$ cat src/rtl/fetch_align.sv
// Instruction realignment buffer: word-aligned fetch in, one 16/32-bit
// instruction per cycle out at any halfword PC, with redirect and stale-response drop.
module fetch_align #(
  parameter logic [31:0] RESET_PC = 32'h0000_0000
) (
  input  logic        clk,
  input  logic        reset,
  output logic        imem_req,
  output logic [31:0] imem_addr,
  input  logic        imem_ready,
  input  logic        imem_rvalid,
  input  logic [31:0] imem_rdata,
  input  logic        redirect,
  input  logic [31:0] redirect_pc,
  output logic        instr_valid,
  input  logic        instr_ready,
  output logic [31:0] instr,
  output logic [31:0] instr_pc,
  output logic        instr_is_c
);

  localparam int unsigned XLEN  = 32;
  localparam int unsigned PW    = 16;
  localparam int unsigned DEPTH = 4;
  localparam int unsigned CW    = 3;

  logic [PW-1:0]   parcel_q [DEPTH];
  logic [PW-1:0]   parcel_d [DEPTH];
  logic [PW-1:0]   shifted  [DEPTH];
  logic [CW-1:0]   count_q, count_d;
  logic [XLEN-1:0] fetch_addr_q, fetch_addr_d;
  logic [XLEN-1:0] head_pc_q, head_pc_d;
  logic            outstanding_q, outstanding_d;
  logic            drop_q, drop_d;
  logic            skip_half_q, skip_half_d;

  logic            head_is_c;
  logic            fire_req;
  logic            resp;
  logic            consume;
  logic [1:0]      pop_n;
  logic [1:0]      push_n;
  logic [PW-1:0]   push0;
  logic [CW-1:0]   base;

  // Outputs are decoded from registered state only; redirect and reset mask them.
  always_comb begin
    head_is_c   = (parcel_q[0][1:0] != 2'b11);
    instr_valid = reset && !redirect &&
                  (head_is_c ? (count_q >= 3'd1) : (count_q >= 3'd2));
    instr       = head_is_c ? {16'h0000, parcel_q[0]} : {parcel_q[1], parcel_q[0]};
    instr_pc    = head_pc_q;
    instr_is_c  = head_is_c;
    imem_req    = reset && !redirect && !outstanding_q && (count_q <= 3'd2);
    imem_addr   = fetch_addr_q;
  end

  // Next-state: pop from the head, then append the response parcels behind the survivors.
  always_comb begin
    fire_req      = imem_req && imem_ready;
    resp          = imem_rvalid && outstanding_q;
    consume       = instr_valid && instr_ready;
    pop_n         = consume ? (head_is_c ? 2'd1 : 2'd2) : 2'd0;
    push_n        = (resp && !drop_q && !redirect) ? (skip_half_q ? 2'd1 : 2'd2) : 2'd0;
    push0         = skip_half_q ? imem_rdata[31:16] : imem_rdata[15:0];
    base          = count_q - CW'(pop_n);

    for (int unsigned i = 0; i < DEPTH; i++) shifted[i] = parcel_q[i];
    case (pop_n)
      2'd1: begin
        shifted[0] = parcel_q[1];
        shifted[1] = parcel_q[2];
        shifted[2] = parcel_q[3];
      end
      2'd2: begin
        shifted[0] = parcel_q[2];
        shifted[1] = parcel_q[3];
      end
      default: ;
    endcase

    for (int unsigned i = 0; i < DEPTH; i++) parcel_d[i] = shifted[i];
    count_d       = base + CW'(push_n);
    fetch_addr_d  = fetch_addr_q;
    head_pc_d     = head_pc_q;
    outstanding_d = outstanding_q;
    drop_d        = drop_q;
    skip_half_d   = skip_half_q;

    // A request is only issued with count <= 2, so appended parcels always fit.
    if (push_n != 2'd0) parcel_d[base[1:0]] = push0;
    if (push_n == 2'd2) parcel_d[2'(base + 3'd1)] = imem_rdata[31:16];

    if (redirect) begin
      count_d       = '0;
      head_pc_d     = redirect_pc & ~32'd1;
      fetch_addr_d  = redirect_pc & ~32'd3;
      skip_half_d   = redirect_pc[1];
      drop_d        = outstanding_q && !imem_rvalid;
      outstanding_d = outstanding_q && !imem_rvalid;
    end else begin
      if (fire_req) begin
        outstanding_d = 1'b1;
        fetch_addr_d  = fetch_addr_q + 32'd4;
      end
      if (resp) begin
        outstanding_d = 1'b0;
        drop_d        = 1'b0;
        if (!drop_q) skip_half_d = 1'b0;
      end
      if (consume) head_pc_d = head_pc_q + (head_is_c ? 32'd2 : 32'd4);
    end
  end

  always_ff @(posedge clk or negedge reset) begin
    if (!reset) begin
      for (int unsigned i = 0; i < DEPTH; i++) parcel_q[i] <= '0;
      count_q       <= '0;
      fetch_addr_q  <= RESET_PC & ~32'd3;
      head_pc_q     <= RESET_PC & ~32'd1;
      outstanding_q <= 1'b0;
      drop_q        <= 1'b0;
      skip_half_q   <= RESET_PC[1];
    end else begin
      for (int unsigned i = 0; i < DEPTH; i++) parcel_q[i] <= parcel_d[i];
      count_q       <= count_d;
      fetch_addr_q  <= fetch_addr_d;
      head_pc_q     <= head_pc_d;
      outstanding_q <= outstanding_d;
      drop_q        <= drop_d;
      skip_half_q   <= skip_half_d;
    end
  end

endmodule
$ cat config.mk
export PLATFORM = sky130hd
export DESIGN_NAME = fetch_align
export DESIGN_NICKNAME = d
export VERILOG_FILES = /design/src/rtl/fetch_align.sv
export SDC_FILE = /design/constraint.sdc
export NUM_CORES = 1
export LEC_CHECK = 0
export CELL_PAD_IN_SITES_DETAIL_PLACEMENT = 0
export CELL_PAD_IN_SITES_GLOBAL_PLACEMENT = 1
export CORE_AREA = 4 4 159 161
export DETAILED_ROUTE_END_ITERATION = 7
export DIE_AREA = 0 0 163 165
export GPL_ROUTABILITY_DRIVEN = 0
export HOLD_SLACK_MARGIN = 0.02
export PLACE_DENSITY = 0.77
export SLEW_MARGIN = 20
export SYNTH_ARGS = -nofsm -noshare
export SYNTH_HDL_FRONTEND = slang
export SYNTH_SLANG_ARGS = --single-unit
$ cat constraint.sdc
create_clock -name clk -period 3.3 [get_ports clk]
set_clock_uncertainty 0.2 [all_clocks]
set_input_delay 0.99 -clock clk [delete_from_list [all_inputs] [get_ports clk]]
set_output_delay 0.99 -clock clk [all_outputs]
set_load 0.1 [all_outputs]
; After elaboration in Yosys (flattened, before gate mapping)
; Cells that the tools add are included.
[totals]
register_bits = 134
input_bits = 70
[classes]
muxes = 31
n_bitwise = 2
addsub = 5
eq_ne = 5
magnitude_cmp = 7
reduce_logical = 22
[op_table]
columns = op, count
row1 = $mux W32, 5
row2 = $bwmux W64, 2
row3 = $mux W64, 2
row4 = $demux W16 S2, 2
row5 = $mux W16, 4
row6 = $pmux W32 S2, 1
row7 = $add A32 B3 Y32, 1
row8 = $add A32 B3 Y32 const B, 1
row9 = $logic_and A1 B1 Y1, 12
row10 = $mux W1, 9
row11 = $mux W2, 4
row12 = $reduce_bool A2 Y1, 4
row13 = $ge A3 B3 Y1 const B, 2
row14 = $lt A3 B1 Y1 const B, 2
row15 = $mux W3, 2
row16 = $not A2 Y3, 2
row17 = $eq A2 B2 Y1 const B, 2
row18 = $logic_not A1 Y1, 4
row19 = $ne A2 B2 Y1 const B, 2
row20 = $add A3 B2 Y3, 1
row21 = $ge A3 B1 Y1 const B, 1
row22 = $ge A3 B2 Y1 const B, 1
row23 = $le A3 B2 Y1 const B, 1
row24 = $reduce_bool A3 Y1, 1
row25 = other kinds (4), 4

; Longest topological paths before layout
[logic_depth]
ltp_word = 15
ltp_mapped = 16
ltp_nobuf = 10

; Least setup slack after synthesis
; Ideal clock, no wire load.
[synth_path]
kind = register -> output
from = register parcel_q[48] in the netlist's numbering
to = output port instr_valid
setup_slack_ns = -1.877
t_required_ns = 2.110
path_stages_with_launch = 8
t_arrival_ns = 3.987
n_path_buf = 3
path_cell_list = dfrtp_1 > and2_1 > buf_2 > inv_2 > buf_2 > buf_2 > a21oi_1 > nor3b_1
[synth_between]
elab_chain_cells = 3
[synth_lines]
columns = item, line_no
row1 = "start, declared", 27  ; logic [PW-1:0] parcel_q [DEPTH];
row2 = $ne A2 B2 Y1, 48  ; head_is_c = (parcel_q[0][1:0] != 2'b11);
row3 = named net instr_is_c, 19  ; output logic instr_is_c
row4 = $mux W1, 50  ; (head_is_c ? (count_q >= 3'd1) : (count_q >= 3'd2));
row5 = $logic_and A1 B1 Y1, 49  ; instr_valid = reset && !redirect &&
row6 = "end, declared", 15  ; output logic instr_valid,
; The timed path passes the listed nets, and every way through them passes these cells.

; Worst setup path after layout
[layout_path]
from = input port redirect
to = output port imem_req
[layout_between]
elab_chain_cells = 4
[layout_lines]
columns = item, line_no
row1 = "start, declared", 13  ; input logic redirect,
row2 = $logic_not A1 Y1, 54  ; imem_req = reset && !redirect && !outstanding_q && (count_q <= 3'd2);
row3 = $logic_and A1 B1 Y1 (3 in series), 54
row4 = "end, declared", 8  ; output logic imem_req,
; No other way between the ends.

==> impl.org <==
** Logic synthesis
- Synth top area share :: 38.5%
- Yosys printed 0 warnings.
- The number of different library cells used by synthesis comes to 65.
- sky130_fd_sc_hd__dfrtp_1 is the most common cell in the netlist.
- Fraction of registers with async set or reset after synthesis :: 100%
- After synthesis, the mean cell area works out to approximately 8.6 µm².
- In this run, synthesis inferred 0 flip-flops with an integrated enable.
- In the synthesized netlist, the number of instances is 985.
- After synthesis, flip-flops and latches occupy 38.5% of the total area.
- By area the synthesized netlist is led by sky130_fd_sc_hd__dfrtp_1 38%, sky130_fd_sc_hd__nand2_1 5.3%, sky130_fd_sc_hd__mux2_2 4.2%.
- Flop and latch count out of synthesis :: 131
- Summed over all instances, the cell type with the most area after synthesis is sky130_fd_sc_hd__dfrtp_1.
- The most used flip-flop cell after synthesis is sky130_fd_sc_hd__dfrtp_1.
- Netlist Area Pre-Place :: 8520 µm²
- Commonest cells in the synthesized netlist :: 131 x sky130_fd_sc_hd__dfrtp_1, 121 x sky130_fd_sc_hd__nand2_1, 65 x sky130_fd_sc_hd__nor2_1

** Power and ir drop
- The share of total power dissipated in combinational logic is 33.0%.
- Leakage power figure :: 4.87 nW
- Power density over the cells :: 511 nW/µm²
- Switching Fraction :: 39.5%
- The internal power of the cells totals 3.67 mW.
- In this run, flip-flops and latches consume a little over a third of the power.
- In this run the power spent charging and discharging nets is 2.39 mW.
- VDD sags by at most 0.348 mV.
- Per report_power, the clock group accounts for between 30% and 40% of the total.

** Layout
- The finished cells cover 11800 µm².
- Number of nets in the final layout :: about 1200
- Compared with the post-synthesis result, the final layout area differs by 39.1%.
- Of the cells placed in the final design, the portion with a size suffix greater than 1 is 26.4%.

** Timing
- Setup violations remaining at the end of the flow were counted as 0.
- Count of final max-slew check failures :: 0
- Setup repair after global routing left no endpoint under its margin.
- Hold is met by approximately 0.25 ns.
- Min cycle time layout :: between 3 and 4 ns
- Transition time at the pin with the least slew margin :: roughly 0.74 ns
- Peak Freq :: 0.307 GHz
- The total count of hold-check failures in the final report was 0.
- Worst slew margin :: 50.6%
- The worst path uses 98.8% of the clock period.

** CTS
- Clock edge transition at the registers on the reported setup and hold paths :: 0.06 ns
- For the worst-skew pair, the clock arrives at the later sink with an insertion delay of 0.42 ns.
- TritonCTS built the clock tree.
- TritonCTS created 17 clock buffers.
- Post-cts hold buffer count :: 0
- The clock net in this run drives a total of 131 sinks.
- The cell sitting at the root of the clock tree is a sky130_fd_sc_hd__clkbuf_16.
- Number of H-tree levels :: 4
- The clock passes through at most 2 buffers.

** Drt
- After detailed routing, the total wire length is 31000 µm.
- DRC Markers :: 0
- Total iterations of the first detailed-routing run :: 5
- The detailed router finished its first iteration with 648 violations.
- For this block, the via count after detailed routing is roughly 8700.
- Average vias per placed instance :: 5.75
- Antenna violation net count after detailed routing :: 0
- After detailed routing, the average wire length per cell comes to 20.6 µm.

** Worst setup path
- The largest individual stage delay along the critical path comes from the cell sky130_fd_sc_hd__or4b_4.
- Crit-path max FO :: 2
- Data arrives at the worst endpoint at around 2.1 ns.
- Critical path class :: in -> out
- Ordered cell list for the critical path :: buf_2 -> buf_12 -> or4b_4 -> a21oi_4 -> buf_12
- Required time at the endpoint of the critical path :: 2.11 ns
- Largest incremental delay on the critical path :: 0.49 ns
- Tracing the worst setup path back leads to its startpoint at redirect.
- The worst setup path is launched from a primary input.
- FF-to-FF Start :: count_q[0]
- STA classifies the critical path endpoint as a primary output.
- Crit path top cell by count :: sky130_fd_sc_hd__buf_12

** Die
- Horiz. Die Dim :: 163 µm
- Initial cell density of the core :: 35.5%
- The die covers 26900 µm².
- Std-Cell Core Area :: 24000 µm²
- Top-level port count :: around 170
- After floorplanning, the core was divided into 57 placement rows.
- Die Ht :: 165 µm

** Global route
- The number of global-route vias before repair is 8639.
- The first global-routing pass estimated 48600 µm of wire.
- Largest net degree at the start of global routing :: 62
- The initial antenna violation count came to 0.
- Gr ovfl total :: 0
- Total global routing track utilization :: 22.8%

** Place
- Post-detailed-placement cell area :: 11100 µm²
- Post-detail-place hpwl :: about 21000 µm
- In this run the tool buffered the top-level ports with 164 buffer cells.

** Min path
- Class of the tightest hold or removal check :: in -> async

** Job
- Max-cap check violation count :: 0

** Run status
- The run finished with clean final reports.
registers in the layout, summed over array words and instances, names as in the netlist:
register / flops
instr_pc: 31
count_q: 3
outstanding_q: 1
skip_half_q: 1
parcel_q: 64
imem_addr: 30
drop_q: 1
per-layer routing:
layer	vias to the layer above	track usage (%)	share of wire [%]
met2	362	37.6	48
met5	-	0	0
met4	0	5.91	1.8
li1	4065	-	-
met1	4205	30.9	43
met3	40	4.42	7.1
logic make-up (layout without fill, tap and decap cells):
group                    after synthesis  after routing  share of synthesized area [%]
other                                  1              4                         0.0440
AND/OR/NAND/NOR                      330            330                           18.7
adder cells (fa/ha/maj)                8              8                           1.44
multiplexers                          67             67                           8.35
buffers and inverters                113            308                           6.11
AO/OA/AOI/OAI                        312            312                           24.5
XOR/XNOR                              23             23                           2.37
flip-flops                           131            131                           38.5
power by group through the flow:
stage | registers [mW] | clock network (mW) | logic (mW)
final | 2.10 | 1.96 | 2.00
after global routing | 2.14 | 2.06 | 2.12
after CTS | 2.09 | 1.98 | 2.00
after detailed placement | 2.12 | 0 | 1.98
after global placement | 2.12 | 0 | 1.95
after floorplan | 2.58 | 0 | 0.930
final timing paths:
kind / endpoint / slack [ns] / depth (start not counted)
max: imem_req / 0.04 / 5
min: parcel_q[32] / 0.25 / 2
max reg2reg: parcel_q[18] / 0.28 / 11
min reg2reg: instr_pc[5] / 0.35 / 1
max in group asynchronous: parcel_q[58] / 1.10 / 4
min in group clk: instr_pc[5] / 0.35 / 1
worst max-delay path, delay by kind of cell:
kind / cells / cell delay (ns)
compound gates: 1 / 0.15
buf+inv: 3 / 0.43
simple gates: 1 / 0.49
metrics by stage:
| step | utilization [%] | std cells | setup TNS, ns | power, mW | setup WS, ns |
|---|---|---|---|---|---|
| 3_3_place_gp | 46.4 | 1468 | -40.50 | 4.08 | -0.767 |
| 4_1_cts | 49.2 | 1504 | 0 | 6.07 | 0.00170 |
| 5_1_grt | 49.4 | 1506 | 0 | 6.32 | 0.0180 |
| 6_report | 49.4 | 1507 | 0 | 6.06 | 0.0406 |
| 2_1_floorplan | - | 987 | -22.35 | 3.51 | -0.472 |
| 3_5_place_dp | 46.4 | 1468 | -41.77 | 4.09 | -0.764 |
placed cells by master (no fill, tap or decap), types with 15 or more instances in the layout:
master,netlist,layout
sky130_fd_sc_hd__nor2_1,65,55
sky130_fd_sc_hd__o211a_1,15,15
sky130_fd_sc_hd__mux2_2,32,32
sky130_fd_sc_hd__clkbuf_16,0,18
sky130_fd_sc_hd__o21ai_1,11,20
sky130_fd_sc_hd__xor2_1,16,16
sky130_fd_sc_hd__clkdlybuf4s50_1,0,65
sky130_fd_sc_hd__o21ai_0,54,44
sky130_fd_sc_hd__nand3_1,31,31
sky130_fd_sc_hd__buf_4,19,155
sky130_fd_sc_hd__and3_1,27,27
sky130_fd_sc_hd__mux2i_1,35,35
sky130_fd_sc_hd__nand4_1,30,30
sky130_fd_sc_hd__dfrtp_1,131,130
sky130_fd_sc_hd__nand2_1,121,119
sky130_fd_sc_hd__a21oi_1,64,63
sky130_fd_sc_hd__o211ai_1,21,21
sky130_fd_sc_hd__o22ai_1,56,56
sky130_fd_sc_hd__buf_12,0,32
final cells by class:
class                           instances  area (µm²)
Inverter                               17        63.8
Clock inverter                         13         149
Sequential cell                       131        3280
Fill cell                            2279       12100
Multi-Input combinational cell        743        4970
Tap cell                              324         405
Clock buffer                           19         443
Antenna cell                            1        2.50
Timing Repair Buffer                  259        2530
timing repair:
action	CTS	global route
endpoints found under the hold margin	0	0
setup endpoints to repair	66	39
resized for setup	20	4
buffers inserted	4	1
pin swaps	6	4
gates cloned	0	1
Power figures use the tool's default switching activity.
